$ cat src/rtl/reg_rd_if.sv
// Register-read bus between upstream requesters, the arbiter and the register file.
// The arbiter connects through the slave modport; the environment uses master.
interface reg_rd_if #(
  parameter int NUM_REQ    = 2,
  parameter int DATA_WIDTH = 32,
  parameter int ADDR_WIDTH = 32
);
  logic [NUM_REQ*ADDR_WIDTH-1:0] s_reg_rd_addr;
  logic [NUM_REQ-1:0]            s_reg_rd_en;
  logic [NUM_REQ*DATA_WIDTH-1:0] s_reg_rd_data;
  logic [NUM_REQ-1:0]            s_reg_rd_wait;
  logic [NUM_REQ-1:0]            s_reg_rd_ack;
  logic [ADDR_WIDTH-1:0]         m_reg_rd_addr;
  logic                          m_reg_rd_en;
  logic [DATA_WIDTH-1:0]         m_reg_rd_data;
  logic                          m_reg_rd_wait;
  logic                          m_reg_rd_ack;

  modport slave (
    input  s_reg_rd_addr, s_reg_rd_en, m_reg_rd_data, m_reg_rd_wait, m_reg_rd_ack,
    output s_reg_rd_data, s_reg_rd_wait, s_reg_rd_ack, m_reg_rd_addr, m_reg_rd_en
  );

  modport master (
    output s_reg_rd_addr, s_reg_rd_en, m_reg_rd_data, m_reg_rd_wait, m_reg_rd_ack,
    input  s_reg_rd_data, s_reg_rd_wait, s_reg_rd_ack, m_reg_rd_addr, m_reg_rd_en
  );
endinterface

$ cat src/rtl/reg_rd_arbiter.sv
// Round-robin arbiter sharing one register-file read port among NUM_REQ requesters.
// Define REG_RD_ARB_TIMEOUT_EN to add a watchdog for reads that are never acknowledged.
//
// state    | meaning
// ---------+-------------------------------------------------------------
// IDLE     | arbitrate among unmasked requesters, latch grant and address
// ISSUE    | first cycle of m_reg_rd_en; counter starts from zero
// WAIT_ACK | hold request and address until ack (or watchdog expiry)
// RESP     | one-cycle ack to the granted requester, update pointer, mask
module reg_rd_arbiter #(
  parameter int  NUM_REQ    = 2,
  parameter int  DATA_WIDTH = 32,
  parameter int  ADDR_WIDTH = 32,
  parameter int  TIMEOUT    = 16,
  localparam int GW         = (NUM_REQ > 1) ? $clog2(NUM_REQ) : 1
) (
  input  logic          clk,
  input  logic          rst_n,
  reg_rd_if.slave       bus,
  output logic [GW-1:0] grant_id,
  output logic          busy,
  output logic          timeout_err
);

  typedef enum logic [1:0] {IDLE, ISSUE, WAIT_ACK, RESP} state_t;

  localparam logic [GW-1:0] LAST = GW'(NUM_REQ - 1);

  state_t                state_q, state_d;
  logic [GW-1:0]         grant_q, ptr_q, sel_idx, cand;
  logic                  sel_valid, mask_q;
  logic                  active, expire, complete, grant_load;
  logic [ADDR_WIDTH-1:0] addr_q;
  logic [NUM_REQ-1:0]    req_eff, ack_vec;
  logic [ADDR_WIDTH-1:0] addr_arr [NUM_REQ];
  logic [DATA_WIDTH-1:0] data_q   [NUM_REQ];

  for (genvar i = 0; i < NUM_REQ; i++) begin : g_slice
    assign addr_arr[i] = bus.s_reg_rd_addr[i*ADDR_WIDTH +: ADDR_WIDTH];
    assign bus.s_reg_rd_data[i*DATA_WIDTH +: DATA_WIDTH] = data_q[i];
    assign ack_vec[i] = (state_q == RESP) && (grant_q == GW'(i));
  end

  assign active   = (state_q == ISSUE) || (state_q == WAIT_ACK);
  assign complete = active && (bus.m_reg_rd_ack || expire);

  // The requester just served still holds en for one cycle; keep it out of that round.
  always_comb begin
    req_eff = bus.s_reg_rd_en;
    if (mask_q) req_eff[grant_q] = 1'b0;
  end

  always_comb begin
    sel_valid = 1'b0;
    sel_idx   = '0;
    cand      = ptr_q;
    for (int k = 0; k < NUM_REQ; k++) begin
      cand = (cand == LAST) ? '0 : cand + GW'(1);
      if (!sel_valid && req_eff[cand]) begin
        sel_valid = 1'b1;
        sel_idx   = cand;
      end
    end
  end

  always_ff @(posedge clk or negedge rst_n) begin
    if (!rst_n) state_q <= IDLE;
    else        state_q <= state_d;
  end

  always_comb begin
    state_d    = state_q;
    grant_load = 1'b0;
    unique case (state_q)
      IDLE: begin
        if (sel_valid) begin
          state_d    = ISSUE;
          grant_load = 1'b1;
        end
      end
      ISSUE:    state_d = complete ? RESP : WAIT_ACK;
      WAIT_ACK: if (complete) state_d = RESP;
      RESP:     state_d = IDLE;
      default:  state_d = IDLE;
    endcase
  end

  always_ff @(posedge clk or negedge rst_n) begin
    if (!rst_n) begin
      grant_q <= '0;
      ptr_q   <= '0;
      mask_q  <= 1'b0;
      addr_q  <= '0;
      for (int i = 0; i < NUM_REQ; i++) data_q[i] <= '0;
    end else begin
      if (grant_load) begin
        grant_q <= sel_idx;
        addr_q  <= addr_arr[sel_idx];
      end
      // A watchdog abort returns zero data rather than whatever is on the bus.
      if (complete) data_q[grant_q] <= bus.m_reg_rd_ack ? bus.m_reg_rd_data : '0;
      if (state_q == RESP) ptr_q <= grant_q;
      mask_q <= (state_q == RESP);
    end
  end

`ifdef REG_RD_ARB_TIMEOUT_EN
  localparam int CW = $clog2(TIMEOUT) + 1;

  logic [CW-1:0] tmo_cnt_q;
  logic          err_q;

  // Ack on the expiry cycle wins; a stretched read (wait high) never expires.
  assign expire = active && !bus.m_reg_rd_ack && !bus.m_reg_rd_wait &&
                  (tmo_cnt_q == CW'(TIMEOUT - 1));

  always_ff @(posedge clk or negedge rst_n) begin
    if (!rst_n) begin
      tmo_cnt_q <= '0;
      err_q     <= 1'b0;
    end else begin
      if (grant_load)
        tmo_cnt_q <= '0;
      else if (active && !bus.m_reg_rd_ack && !bus.m_reg_rd_wait)
        tmo_cnt_q <= tmo_cnt_q + CW'(1);
      err_q <= expire;
    end
  end

  assign timeout_err = err_q;
`else
  logic unused_wait;
  assign unused_wait = bus.m_reg_rd_wait;
  assign expire      = 1'b0;
  assign timeout_err = 1'b0;
`endif

  assign bus.m_reg_rd_en   = active;
  assign bus.m_reg_rd_addr = addr_q;
  assign bus.s_reg_rd_ack  = ack_vec;
  assign bus.s_reg_rd_wait = bus.s_reg_rd_en & ~ack_vec;
  assign grant_id          = grant_q;
  assign busy              = (state_q != IDLE);

endmodule

$ cat src/flat_wrapper.sv
// flat-port wrapper written by rule: the top's interface ports become plain ports
module reg_rd_arbiter_flat 
#(
  parameter int  NUM_REQ    = 2,
  parameter int  DATA_WIDTH = 32,
  parameter int  ADDR_WIDTH = 32,
  parameter int  TIMEOUT    = 16,
  localparam int GW         = (NUM_REQ > 1) ? $clog2(NUM_REQ) : 1
)
  (clk, rst_n, grant_id, busy, timeout_err, bus_s_reg_rd_addr, bus_s_reg_rd_en, bus_m_reg_rd_data, bus_m_reg_rd_wait, bus_m_reg_rd_ack, bus_s_reg_rd_data, bus_s_reg_rd_wait, bus_s_reg_rd_ack, bus_m_reg_rd_addr, bus_m_reg_rd_en);
  reg_rd_if #(.NUM_REQ(NUM_REQ), .DATA_WIDTH(DATA_WIDTH), .ADDR_WIDTH(ADDR_WIDTH)) bus_i ();
  input  logic clk;
  input  logic rst_n;
  output logic [GW-1:0] grant_id;
  output logic busy;
  output logic timeout_err;
  input wire logic [$bits(bus_i.s_reg_rd_addr)-1:0] bus_s_reg_rd_addr;
  input wire logic [$bits(bus_i.s_reg_rd_en)-1:0] bus_s_reg_rd_en;
  input wire logic [$bits(bus_i.m_reg_rd_data)-1:0] bus_m_reg_rd_data;
  input wire logic [$bits(bus_i.m_reg_rd_wait)-1:0] bus_m_reg_rd_wait;
  input wire logic [$bits(bus_i.m_reg_rd_ack)-1:0] bus_m_reg_rd_ack;
  output wire logic [$bits(bus_i.s_reg_rd_data)-1:0] bus_s_reg_rd_data;
  output wire logic [$bits(bus_i.s_reg_rd_wait)-1:0] bus_s_reg_rd_wait;
  output wire logic [$bits(bus_i.s_reg_rd_ack)-1:0] bus_s_reg_rd_ack;
  output wire logic [$bits(bus_i.m_reg_rd_addr)-1:0] bus_m_reg_rd_addr;
  output wire logic [$bits(bus_i.m_reg_rd_en)-1:0] bus_m_reg_rd_en;
  assign bus_i.s_reg_rd_addr = bus_s_reg_rd_addr;
  assign bus_i.s_reg_rd_en = bus_s_reg_rd_en;
  assign bus_i.m_reg_rd_data = bus_m_reg_rd_data;
  assign bus_i.m_reg_rd_wait = bus_m_reg_rd_wait;
  assign bus_i.m_reg_rd_ack = bus_m_reg_rd_ack;
  assign bus_s_reg_rd_data = bus_i.s_reg_rd_data;
  assign bus_s_reg_rd_wait = bus_i.s_reg_rd_wait;
  assign bus_s_reg_rd_ack = bus_i.s_reg_rd_ack;
  assign bus_m_reg_rd_addr = bus_i.m_reg_rd_addr;
  assign bus_m_reg_rd_en = bus_i.m_reg_rd_en;
  reg_rd_arbiter #(.NUM_REQ(NUM_REQ), .DATA_WIDTH(DATA_WIDTH), .ADDR_WIDTH(ADDR_WIDTH), .TIMEOUT(TIMEOUT)) u_core (.clk(clk), .rst_n(rst_n), .bus(bus_i), .grant_id(grant_id), .busy(busy), .timeout_err(timeout_err));
endmodule
$ cat config.mk
export PLATFORM = sky130hd
export DESIGN_NAME = reg_rd_arbiter_flat
export DESIGN_NICKNAME = d
export VERILOG_FILES = /design/src/rtl/reg_rd_if.sv /design/src/rtl/reg_rd_arbiter.sv /design/src/flat_wrapper.sv
export SDC_FILE = /design/constraint.sdc
export NUM_CORES = 1
export LEC_CHECK = 0
export ABC_CLOCK_PERIOD_IN_PS = 2800
export CAP_MARGIN = 20
export CORE_AREA = 2 2 103 105
export DETAILED_ROUTE_END_ITERATION = 8
export DIE_AREA = 0 0 105 107
export GPL_TIMING_DRIVEN = 0
export PLACE_DENSITY = 0.84
export SLEW_MARGIN = 0
export SYNTH_ARGS = -nofsm -noshare
export SYNTH_HDL_FRONTEND = slang
export SYNTH_SLANG_ARGS = --single-unit
$ cat constraint.sdc
create_clock -name clk -period 2.8 [get_ports clk]
set_input_delay 0.28 -clock clk [delete_from_list [all_inputs] [get_ports clk]]
set_output_delay 0.28 -clock clk [all_outputs]
set_load 0.02 [all_outputs]
# Yosys cells after proc, flatten, opt, wreduce, memory -nomap -nowiden
# Cells that the tools add are included.
[word_totals]
reg_bits = 101
latch_bits = 0
ram_bits = 0
rom_bits = 0
inputBits = 102
n_memories = 0
[op_classes]
n_addsub = 2
n_mul = 0
div = 0
order_cmp = 7
eq_ne = 5
shifts = 0
mux = 26
n_bitwise = 7
reduce_logical = 11
[ops]
columns = ["operator", "count"]
rows = [
  ["$mux W32", 5],
  ["$bwmux W64", 1],
  ["$demux W32 S1", 1],
  ["$mux W1", 14],
  ["$pmux W2 S4", 1],
  ["$logic_and A1 B1 Y1", 6],
  ["$lt A1 B2 Y1 const B", 3],
  ["$mux W2", 3],
  ["$and A2 B2 Y2", 2],
  ["$eq A2 B2 Y1 const B", 2],
  ["$ge A2 B2 Y1 const B", 2],
  ["$ne A2 B1 Y1 const B", 2],
  ["$not A1 Y2", 2],
  ["$not A2 Y2", 2],
  ["$add A1 B1 Y1 const B", 2],
  ["$eq A2 B1 Y1 const B", 1],
  ["$logic_not A2 Y1", 1],
  ["$lt A2 B1 Y1 const B", 1],
  ["$reduce_and A2 Y1", 1],
  ["$reduce_bool A2 Y1", 1],
  ["$demux W1 S1", 1],
  ["$ge A1 B1 Y1 const B", 1],
  ["$logic_not A1 Y1", 1],
  ["$logic_or A1 B1 Y1", 1],
  ["$not A1 Y1", 1],
]

# Longest topological paths before layout
# Gate-level depths: netlist (run 1).
[depth]
depth_word = 17
depth_mapped = 8
mapped_depth_nobuf = 6

# Least setup slack after synthesis (run 1)
# No wires, ideal clock.
[synth_timing]
path_type = "reg2reg"
startpoint = "register u_core.state_q[0]"
endpoint = "register u_core.data_q, in the netlist u_core.bus.s_reg_rd_data[0]"
setup_time_ns = 0.125
arrival_time_ns = 1.622
t_required_ns = 2.675
path_slack_ns = 1.054
stages_incl_launch_ff = 6
period_less_slack_ns = 1.746
cell_sequence = "dfrtp_1 inv_1 ha_1 nand3_1 buf_2 mux2_2"
[synth_between]
elab_chain_len = 3
[synth_lines]
columns = ["element", "line", "rtl"]
rows = [
  ["from (decl)", "reg_rd_arbiter.sv:29", "state_t state_q, state_d;"],
  ["from (signal assigned)", "reg_rd_arbiter.sv:68", "else state_q <= state_d;"],
  ["$eq A2 B1 Y1 / $eq A2 B2 Y1 (equally long branches)", "reg_rd_arbiter.sv:44", "assign active = (state_q == ISSUE) || (state_q == WAIT_ACK);"],
  ["$logic_or A1 B1 Y1 (*)", "reg_rd_arbiter.sv:44", ""],
  ["named net bus_m_reg_rd_en", "flat_wrapper.sv:26", "output wire logic [$bits(bus_i.m_reg_rd_en)-1:0] bus_m_reg_rd_en;"],
  ["$logic_and A1 B1 Y1 (*)", "reg_rd_arbiter.sv:45", "assign complete = active && (bus.m_reg_rd_ack || expire);"],
  ["to (signal, indexed assignment)", "reg_rd_arbiter.sv:101", "if (complete) data_q[grant_q] <= bus.m_reg_rd_ack ? bus.m_reg_rd_data : '0;"],
  ["to (decl)", "reg_rd_arbiter.sv:36", "logic [DATA_WIDTH-1:0] data_q [NUM_REQ];"],
]
# The timed path passes the listed nets; every way through them passes the cells marked *.
# A chain may end at the register's enable or synchronous reset.

# Final worst setup path (run 1)
[layout_timing]
startpoint = "register u_core.state_q[0]"
endpoint = "output port bus_s_reg_rd_wait[1]"
[layout_between]
elab_chain_len = 4
[layout_lines]
columns = ["element", "line", "rtl"]
rows = [
  ["$eq A2 B2 Y1", "reg_rd_arbiter.sv:41", "assign ack_vec[i] = (state_q == RESP) && (grant_q == GW'(i));"],
  ["$logic_and A1 B1 Y1", "reg_rd_arbiter.sv:41", ""],
  ["$not A2 Y2", "reg_rd_arbiter.sv:141", "assign bus.s_reg_rd_wait = bus.s_reg_rd_en & ~ack_vec;"],
  ["$and A2 B2 Y2", "reg_rd_arbiter.sv:141", ""],
  ["to (decl)", "flat_wrapper.sv:23", "output wire logic [$bits(bus_i.s_reg_rd_wait)-1:0] bus_s_reg_rd_wait;"],
]
# No other way between the ends.

==> out/qor.txt, run 1 <==
Root buffer selected by CTS - clkbuf_8
Total power - 8.22 mW
Final Skew - 6.78 ps
Worst reg2reg endpoint - u_core.bus.s_reg_rd_data[46]
Global-route wire length before repair - 17000 um
Remaining DRCs - 0
1st-iter DRT viols - 56
Pins over their slew limit - 0
CTS buffer count - 9
Syn Std Cell Area - 4340 um2
Post-Synth Simple-Gate Area - 4.06%
Fin nets - 631
Static leakage - 2.89 nW
Initial antenna violation count - 0
Vias in the first global route - 3508
Setup Buffers After CTS - 0
Pwr/cell area - 1210 nW/um2
CP Data Arrival Time - 2010 ps
Slew margin rel. - 60.3%
Die Ht - 107 um
Via count - 3216
Fmax - 0.436 GHz
Die Span X - 105 um
Most common cell after layout, fill and taps aside - clkdlybuf4s50_1
GP Congestion - 0.717
R2R Setup Slk - 840 ps
# fillers - 786
Vias per std cell - 4.83
Layout Utilization - 67.3%
Post-synthesis mux area share - 24.7%
Cell taking the most area after synthesis - dfrtp_1
Most frequent cells in the layout - clkdlybuf4s50_1 (202), dfrtp_1 (101), mux2_2 (65)
Pre-CTS WS - 727 ps
Count of cell types in the netlist - 27
GRT Total Usage - 19.4%
Post-DRT Antenna Nets - 0
Fin crit period - 2290 ps
FF/Latch Area - 2530 um2
Avg Cell Area, Syn - 14.1 um2
Worst path required time - 2520 ps
Max IR drop VDD - 0.547 mV
Final Hold Viols - 0
Asr flop ratio synth - 100%
Clock transition at the registers of the reported paths - 100 ps
IO Pins - 206
Synth Area in Compound Gates - 7.89%
Rows - 37
Seq cells post-synth - 101
Worst setup EP type - primary output
Top FF cell, synth - dfrtp_1
Register area share after synthesis - 58.2%
# clock sinks - 101
GRT overflow - 0
Unrepaired setup endpoints after global routing - no
PortBufs - 203
P&R area growth vs syn - 56.4%
MaxCap Viol Count - 0
Hold_ws - 455 ps
Status - complete, no violations
N_diodes - 0
CP Launch Type - register
Die area - 11200 um2
HPWL after DPL - 8490 um
Starting Density - 43.0%
Layout cell share with drive strength beyond 1 - 24.9%
HP Class - in2async
Setup violators final - 0
Drt pass-1 iters - 4
Crit Path Max Fanout - 4
Multi-input gate area - 1650 um2
CTS max path bufs - 2
Post-synthesis net count - 415
Final worst setup slack - 508 ps
Final Cell Area - 6800 um2
Synth area leaders - dfrtp_1 (58%), mux2_2 (17%), mux2i_1 (7.6%)
# H-tree levels - 3
Tcrit/Tclk final - 81.9%
Drt total wl - 10700 um
Worst-Margin Slew - 595 ps
Reg2Reg Depth - 5
Placed inst area - 6570 um2
YS warnings - 0
Core ar. - 10100 um2
Largest net degree at the start of global routing - 59
EDFF count, synth - 0
Adder-cell share of the synthesized area - 1.15%
Worst reg2reg startpoint - u_core.state_q[0]
Synth Area in XOR/XNOR - 0%
Routed wire per std cell - 16.1 um
Mapped Cells - 309
Synth top area share - 58.2%
Worst skew pair latency - 360 ps
Largest family of logic cells by synthesized area - multiplexers
Critical path type - reg2out
Clock tree from TritonCTS - yes
## power breakdown
part | internal [mW] | switching, mW
Clock | 0.504 | 0.498
Sequential | 2.21 | 0.401
Combinational | 2.37 | 2.24
Total | 5.09 | 3.14
## critical path, cell delays in order, from the launching register on
cell and delay [ps]:
dfrtp_1 430, ha_1 270, and2_1 200, nor2b_1 120, clkdlybuf4s50_1 610
## worst max-delay path by stage
| stage | from | endpoint | slack [ps] | cells after the start |
|---|---|---|---|---|
| after floorplan | u_core.state_q[0] | u_core.bus.s_reg_rd_data[0] | 1050 | 5 |
| after global placement | rst_n | u_core.bus.s_reg_rd_data[55] | -2130 | 1 |
| after detailed placement | bus_s_reg_rd_en[0] | u_core.bus.m_reg_rd_addr[28] | 730 | 6 |
| after CTS | u_core.state_q[0] | bus_s_reg_rd_wait[1] | 490 | 4 |
| after global routing | u_core.state_q[0] | bus_s_reg_rd_wait[1] | 430 | 4 |
| final | u_core.state_q[0] | bus_s_reg_rd_wait[1] | 510 | 4 |
## what timing repair did
item                      4_1_cts  5_1_grt
hold endpoints to repair       43        0
resized for setup               0        0
hold buffers                    1        0
## synth_stat cells (2+ instances only)
cell	n
and2_1	2
buf_2	7
ha_1	4
mux2_2	65
buf_8	3
a21oi_2	30
nor2b_1	3
buf_6	5
nand3_1	3
dfrtp_1	101
inv_1	4
mux2i_1	33
buf_4	2
nor2_1	32
a21oi_1	3
## flip-flops by register name, indices dropped and copies added, names as in the netlist
name,flops
u_core.ptr_q,1
u_core.grant_id,1
u_core.bus.m_reg_rd_addr,32
u_core.mask_q,1
u_core.state_q,2
u_core.bus.s_reg_rd_data,64
## area by class of cell
class	instances	area share (%)
Sequential cell	101	37.2
Timing Repair Buffer	205	30.4
Multi-Input combinational cell	186	24.2
Tap cell	136	2.50
Buffer	17	2.23
Clock buffer	10	1.88
Clock inverter	6	1.27
Inverter	5	0.276
## metal layers
layer / wire (um) / part of all wire (%) / track usage, %
met1: 3990 / 37 / 21.3
met2: 5550 / 52 / 34.0
met3: 929 / 8.7 / 6.81
met4: 245 / 2.3 / 8.76
met5: 0 / 0 / 0
## metrics by stage
stage | TNS [ps] | cells
CTS | 0 | 666
global route | 0 | 666
finish | 0 | 666
floorplan | 0 | 309
detailed placement | 0 | 649
global placement | -214350 | 648
## cells by family (layout without fill, tap and decap cells)
group / Yosys count / count (layout)
other: 1 / 1
buffers and inverters: 22 / 243
multiplexers: 99 / 99
adder cells (fa/ha/maj): 4 / 4
AND/OR/NAND/NOR: 42 / 42
AO/OA/AOI/OAI: 40 / 40
flip-flops: 101 / 101
Power figures use the tool's default switching activity.
==> run 2, diff against run 1 <==
--- a/config.mk
+++ b/config.mk
@@ -5,13 +5,13 @@
 export SDC_FILE = /design/constraint.sdc
 export NUM_CORES = 1
 export LEC_CHECK = 0
-export ABC_CLOCK_PERIOD_IN_PS = 2800
+export ABC_CLOCK_PERIOD_IN_PS = 2210
 export CAP_MARGIN = 20
-export CORE_AREA = 2 2 103 105
+export CORE_AREA = 2 2 106 108
 export DETAILED_ROUTE_END_ITERATION = 8
-export DIE_AREA = 0 0 105 107
+export DIE_AREA = 0 0 108 110
 export GPL_TIMING_DRIVEN = 0
-export PLACE_DENSITY = 0.84
+export PLACE_DENSITY = 0.8
 export SLEW_MARGIN = 0
 export SYNTH_ARGS = -nofsm -noshare
 export SYNTH_HDL_FRONTEND = slang
==> constraint.sdc (replaced) <==
create_clock -name clk -period 2.21 [get_ports clk]
set_input_delay 0.221 -clock clk [delete_from_list [all_inputs] [get_ports clk]]
set_output_delay 0.221 -clock clk [all_outputs]
set_load 0.02 [all_outputs]
==> run 2 against run 1 <==
Sequential power rose by 27%. Global-route usage is 0.54 points lower. Sequential share of layout area up 0.22 points. Largest power group unchanged. Wire length increased by 3.2%. Design area down 0.59%. Register-to-register slack worse by 610 ps. Clock power grew 4%. Hold slack worse by 12 ps. Core utilization is 4.2 points lower. Highest routed layer unchanged. Critical path depth down 1.
==> out/qor.txt, run 2 (synthesis gave the netlist of run 1 again) <==
PortBufs - 203 (unchanged)
Die area - 11900 um2 (+5.7%)
GRT overflow - 0 (unchanged)
MaxCap Viol Count - 0 (unchanged)
Total power - 10.2 mW (+24%)
Hold_ws - 443 ps (-12.5 ps)
Pins over their slew limit - 0 (unchanged)
Reg2Reg Depth - 5 (unchanged)
CTS buffer count - 9 (unchanged)
Worst reg2reg startpoint - u_core.state_q[0]
Clock transition at the registers of the reported paths - 90 ps (about the same)
Worst path required time - 1990 ps (-530 ps)
Tcrit/Tclk final - 94.9%
Worst setup EP type - primary output
Remaining DRCs - 0 (unchanged)
HP Class - in2async
Final Hold Viols - 0 (unchanged)
Final Skew - 10.6 ps (+3.81 ps)
Clock network power share - 10.2% (-2.0 points)
Clock tree from TritonCTS - yes
R2R Setup Slk - 230 ps (-610 ps)
Combinational share of power - 57.1% (+1.0 points)
CTS max path bufs - 2 (unchanged)
Internal power - 6.24 mW (+23%)
Setup violators final - 0 (unchanged)
HPWL after DPL - 8610 um (+1.5%)
Final Cell Area - 6760 um2 (-0.59%)
Crit path launch - u_core.state_q[0]
Most frequent cells in the layout - clkdlybuf4s50_1 (200), dfrtp_1 (101), mux2_2 (65)
Net switching power - 3.95 mW (+26%)
Most common cell after layout, fill and taps aside - clkdlybuf4s50_1
Fin nets - 631 (unchanged)
Rows - 38 (+2.7%)
Max IR drop VDD - 0.636 mV (+16%)
Setup tns final - 0 ps (unchanged)
Drt pass-1 iters - 4 (unchanged)
Vias per std cell - 4.83 (about the same)
Slew margin rel. - 57.1% (-3.2 points)
Pwr/cell area - 1510 nW/um2 (+25%)
Placed inst area - 6580 um2 (about the same)
Post-DRT Antenna Nets - 0 (unchanged)
GRT Total Usage - 18.9% (-0.54 points)
Global-route wire length before repair - 17300 um (+1.9%)
Crit Path Max Fanout - 5 (+1)
Layout cell share with drive strength beyond 1 - 24.6% (-0.33 points)
Fmax - 0.477 GHz
# H-tree levels - 3 (unchanged)
GP Congestion - 0.747 (+4.2%)
IO Pins - 206 (unchanged)
Via count - 3232 (+0.50%)
Vias in the first global route - 3475 (-0.94%)
Routed wire per std cell - 16.5 um (+2.8%)
Critical path type - reg2out
Initial antenna violation count - 0 (unchanged)
Worst setup endpoint - bus_m_reg_rd_en
Die Span X - 108 um (+2.9%)
Unrepaired setup endpoints after global routing - no
Core ar. - 10700 um2 (+6.0%)
1st-iter DRT viols - 91 (+63%)
# clock sinks - 101 (unchanged)
Largest net degree at the start of global routing - 55 (-6.8%)
Layout Utilization - 63.1% (-4.2 points)
P&R area growth vs syn - 55.5%
Worst skew pair latency - 350 ps (about the same)
Starting Density - 40.6% (-2.4 points)
Root buffer selected by CTS - clkbuf_8
CP Launch Type - register
Drt total wl - 11100 um (+3.2%)
Sequential share of power - 32.6% (+0.9 points)
Fin crit period - 2100 ps
CP Data Arrival Time - 1880 ps (-130 ps)
Flip-flop count of the largest register after layout - 64 (unchanged)
Worst reg2reg endpoint - u_core.bus.s_reg_rd_data[43]
Die Ht - 110 um (+2.8%)
Status - complete, no violations
Switching share of power - 38.8% (+0.63 points)
Static leakage - 2.87 nW (-0.68%)
Worst-Margin Slew - 644 ps (+48.5 ps)
N_diodes - 0 (unchanged)
==> run 2: repair_timing <==
| item | in CTS | in global routing |
|---|---|---|
| setup buffers | 0 | 0 |
| resized for setup | 1 | 1 |
| hold buffers | 1 | 0 |
| setup endpoints to repair | 1 | 1 |
| hold endpoints to repair | 47 | 0 |
==> run 2: how the worst min path moves through the flow <==
stage	slack (ps)	cells after the start	from	end
finish	440	2	rst_n	u_core.bus.s_reg_rd_data[42]
global route	500	2	rst_n	u_core.bus.s_reg_rd_data[10]
CTS	460	2	rst_n	u_core.bus.s_reg_rd_data[42]
detailed placement	290	1	rst_n	u_core.bus.s_reg_rd_data[42]
global placement	490	1	u_core.bus.s_reg_rd_data[56]	u_core.bus.s_reg_rd_data[56]
floorplan	-70	0	rst_n	u_core.bus.m_reg_rd_addr[0]
==> run 2: cell type report <==
type	instances	area [um2]
clock buffer	12	145
fill	835	3940
inverter	5	18.8
buffer	17	151
timing repair buffer	205	2070
multi-input combinational	186	1650
sequential	101	2530
tap	140	175
clock inverter	3	22.5
==> run 2: power by group through the flow <==
stage	sequential (mW)	clock [mW]	combinational (mW)
2_1_floorplan	4.41	0	2.14
3_3_place_gp	3.30	0	5.77
3_5_place_dp	3.36	0	5.88
4_1_cts	3.32	1.08	5.90
5_1_grt	3.43	1.16	6.20
6_report	3.32	1.04	5.82
==> run 2: stage by stage <==
stage                     setup WS [ps]  cells
after floorplan                     464    309
after global placement            -2790    652
after detailed placement            218    653
after CTS                          27.3    669
after global routing               27.3    669
final                               113    669
==> run 2: layer usage <==
metal / global-route usage (%) / part of all wire (%) / vias up
li1: - / - / 1499
met1: 21.4 / 39 / 1566
met2: 33.9 / 50 / 158
met3: 6.23 / 10 / 9
met4: 5.86 / 1.1 / 0
met5: 0 / 0 / -
==> run 2: critical path, cell delays in order, from the launching register on <==
cell and delay, ps:
dfrtp_1 420, inv_1 110, ha_1 360, clkdlybuf4s50_1 640
==> run 3, diff against run 2 <==
--- a/config.mk
+++ b/config.mk
@@ -5,13 +5,14 @@
 export SDC_FILE = /design/constraint.sdc
 export NUM_CORES = 1
 export LEC_CHECK = 0
+export ABC_AREA = 1
 export ABC_CLOCK_PERIOD_IN_PS = 2210
 export CAP_MARGIN = 20
-export CORE_AREA = 2 2 106 108
+export CORE_AREA = 2 2 108 110
 export DETAILED_ROUTE_END_ITERATION = 8
-export DIE_AREA = 0 0 108 110
+export DIE_AREA = 0 0 110 112
 export GPL_TIMING_DRIVEN = 0
-export PLACE_DENSITY = 0.8
+export PLACE_DENSITY = 0.79
 export SLEW_MARGIN = 0
 export SYNTH_ARGS = -nofsm -noshare
 export SYNTH_HDL_FRONTEND = slang
==> run 3 against run 2 <==
Sequential power shrank 2%. Hold slack lost 42 ps. Area after synthesis grew 4.7%. First-iteration DRC count grew to 3.0 times the previous value. Count of clock-buffer cells in the layout is the same. Highest routed layer unchanged.
==> out/qor.txt, run 3 <==
Seq cells post-synth - 101 (unchanged)
Initial antenna violation count - 0 (unchanged)
Drt pass-1 iters - 6 (+2)
Most frequent CP cell - nor2_1
Worst reg2reg startpoint - u_core.state_q[0]
Clock transition at the registers of the reported paths - 70 ps (-20 ps)
CP cell instances - ha_1 > inv_1 > nor2_1 > nor2_1 > clkdlybuf4s50_1
CP Launch Type - register
Register area share after synthesis - 55.6% (-2.6 points)
PortBufs - 203 (unchanged)
Crit-path leading delay family - buffers and inverters
Worst setup EP type - primary output
Dpl cells - 906 (+39%)
Asr flop ratio synth - 100% (unchanged)
GRT Total Usage - 21.9% (+3.0 points)
1st-iter DRT viols - 275 (+200%)
Unrepaired setup endpoints after global routing - no
Avg Cell Area, Syn - 8.13 um2 (-42%)
Pins over their slew limit - 0 (unchanged)
Routed wire per std cell - 14.5 um (-12%)
Mapped Cells - 559 (+81%)
Clock tree from TritonCTS - yes
Vias per std cell - 4.82 (-0.16%)
Via count - 4452 (+38%)
Fin nets - 881 (+40%)
Worst setup endpoint - bus_s_reg_rd_wait[0]
Reg2Reg Depth - 5 (unchanged)
Largest stage delay on the critical path - 610 ps (-30 ps)
Layout cell share with drive strength beyond 1 - 5.77% (-19 points)
Starting Density - 40.7% (+0.082 points)
Global-route wire length before repair - 21300 um (+23%)
GRT overflow - 0 (unchanged)
Worst path required time - 1990 ps (about the same)
IO Pins - 206 (unchanged)
Post-synthesis net count - 665 (+60%)
P&R area growth vs syn - 56.3%
YS warnings - 0 (unchanged)
Final Skew - 7.51 ps (-3.08 ps)
Crit path launch - u_core.state_q[0]
Tcrit/Tclk final - 94.7% (-0.23 points)
Drt total wl - 13400 um (+21%)
Die Ht - 112 um (+1.8%)
# H-tree levels - 3 (unchanged)
Post-Layout Cell Count - 923 (+38%)
Final Cell Area - 7110 um2 (+5.2%)
N_diodes - 0 (unchanged)
Bufs and invs on worst path - 2 (unchanged)
Top cells by count, synth - nand2_1 (174), inv_1 (105), dfrtp_1 (101)
Core ar. - 11200 um2 (+4.5%)
Status - complete, no violations
# clock sinks - 101 (unchanged)
HP Class - in2async
Critical path type - reg2out
Setup violators final - 0 (unchanged)
Synth top area share - 55.6% (-2.6 points)
Slew margin rel. - 65.7% (+8.6 points)
Flip-flop count of the largest register after layout - 64 (unchanged)
Count of cell types in the netlist - 19 (-30%)
Worst skew pair latency - 340 ps (about the same)
Pwr/cell area - 1430 nW/um2 (-5.1%)
Post-DRT Antenna Nets - 0 (unchanged)
Cell with the largest stage delay on the worst path - clkdlybuf4s50_1
GP Congestion - 0.784 (+5.0%)
Most frequent cell after synthesis - nand2_1
Worst-Margin Slew - 515 ps (-129 ps)
Worst reg2reg endpoint - u_core.bus.s_reg_rd_data[26]
CTS buffer count - 9 (unchanged)
Placed inst area - 6780 um2 (+3.1%)
Cell taking the most area after synthesis - dfrtp_1
Top FF cell, synth - dfrtp_1
Die Span X - 110 um (+1.9%)
Rows - 39 (+2.6%)
Remaining DRCs - 0 (unchanged)
Crit path depth - 5 (+2)
Most common cell after layout, fill and taps aside - clkdlybuf4s50_1
CTS max path bufs - 2 (unchanged)
HPWL after DPL - 10200 um (+18%)
Synth area leaders - dfrtp_1 (56%), nand2_1 (14%), inv_1 (8.7%)
CP Data Arrival Time - 1870 ps (about the same)
Most frequent cells in the layout - clkdlybuf4s50_1 (198), nand2_1 (174), inv_1 (105)
MaxCap Viol Count - 0 (unchanged)
R2R Setup Slk - 250 ps (+20 ps)
Root buffer selected by CTS - clkbuf_16
EDFF count, synth - 0 (unchanged)
Fin crit period - 2090 ps (-5.19 ps)
Die area - 12300 um2 (+3.7%)
Fmax - 0.478 GHz (+0.25%)
Static leakage - 3.64 nW (+27%)
Vias in the first global route - 4458 (+28%)
Final Hold Viols - 0 (unchanged)
Max IR drop VDD - 0.895 mV (+41%)
Syn Std Cell Area - 4550 um2 (+4.7%)
Crit Path Max Fanout - 6 (+1)
Largest net degree at the start of global routing - 66 (+20%)
-- run 3: cell count changes after synthesis, sizes merged, moves of 2 or more --
cell and change:
a21oi -32, and2 -2, buf +2, clkbuf +9, inv +102, mux2 -66, mux2i -33, nand2 +177
nand3 +65, nor2 -29, nor2b -3, o21ai +64
-- run 3: where the power goes --
group	switching [mW]	leakage, nW	internal [mW]	total, mW
registers	0.531	1.26	2.74	3.27
clock network	0.695	0.141	0.919	1.61
logic	2.95	2.24	2.33	5.28
-- run 3: worst register-to-register path: cells and delay by family, from the launching register on --
| family | cells | cell delay, ps |
|---|---|---|
| flops | 1 | 440 |
| fa+ha+maj | 1 | 370 |
| buf+inv | 2 | 520 |
| compound gates | 1 | 150 |
| simple gates | 1 | 340 |
-- run 3: area by class of cell --
class                   instances  area (um2)
fillers                       924        4070
flip-flops and latches        101        2530
repair buffers                205        2080
multi-input cells             323        1460
inverters                     107         402
clock buffers                  12         246
well taps                     143         179
plain buffers                  28         158
clock inverters                 4        56.3
-- run 3: how the worst min path moves through the flow --
stage          slack [ps]                            to  cells after the start
2_1_floorplan         -70   u_core.bus.m_reg_rd_addr[0]                      0
3_3_place_gp          460  u_core.bus.m_reg_rd_addr[11]                      2
3_5_place_dp          230  u_core.bus.m_reg_rd_addr[15]                      1
4_1_cts               410  u_core.bus.m_reg_rd_addr[15]                      2
5_1_grt               450  u_core.bus.m_reg_rd_addr[18]                      2
6_report              400  u_core.bus.m_reg_rd_addr[12]                      2
-- run 3: repair_timing --
| action | 4_1_cts | 5_1_grt |
|---|---|---|
| resized for setup | 0 | 4 |
| buffers inserted | 0 | 0 |
| hold buffers | 1 | 0 |
| endpoints found under the setup margin | 0 | 4 |
| endpoints found under the hold margin | 36 | 0 |
-- run 3: layer usage --
metal / vias up / GRT usage (%) / routed length (um)
met2: 200 / 35.9 / 6210
met3: 17 / 8.43 / 1560
met4: 0 / 7.00 / 178
li1: 2131 / - / -
met1: 2104 / 26.3 / 5440
met5: - / 0 / 0
-- run 3: cells by family after synthesis --
family	Yosys count	synth area share, %
and+or+nand+nor	251	23.3
buffers and inverters	135	12.3
other	1	0.0825
AOI/OAI and AO/OA	67	7.68
adders and majority gates	4	1.10
DFF	101	55.6
-- run 3: stage by stage --
stage                     setup slack (ps)  hold WS [ps]  power [mW]  util (%)  TNS, ps
final                                  118           401        10.2      63.6        0
after global routing                  6.23           445        10.8      63.6        0
after CTS                             12.5           407        10.2      63.5        0
after detailed placement               268           229        8.60      60.7        0
after global placement               -2740           464        8.43      60.5  -276070
after floorplan                        567         -74.6        5.95         -        0
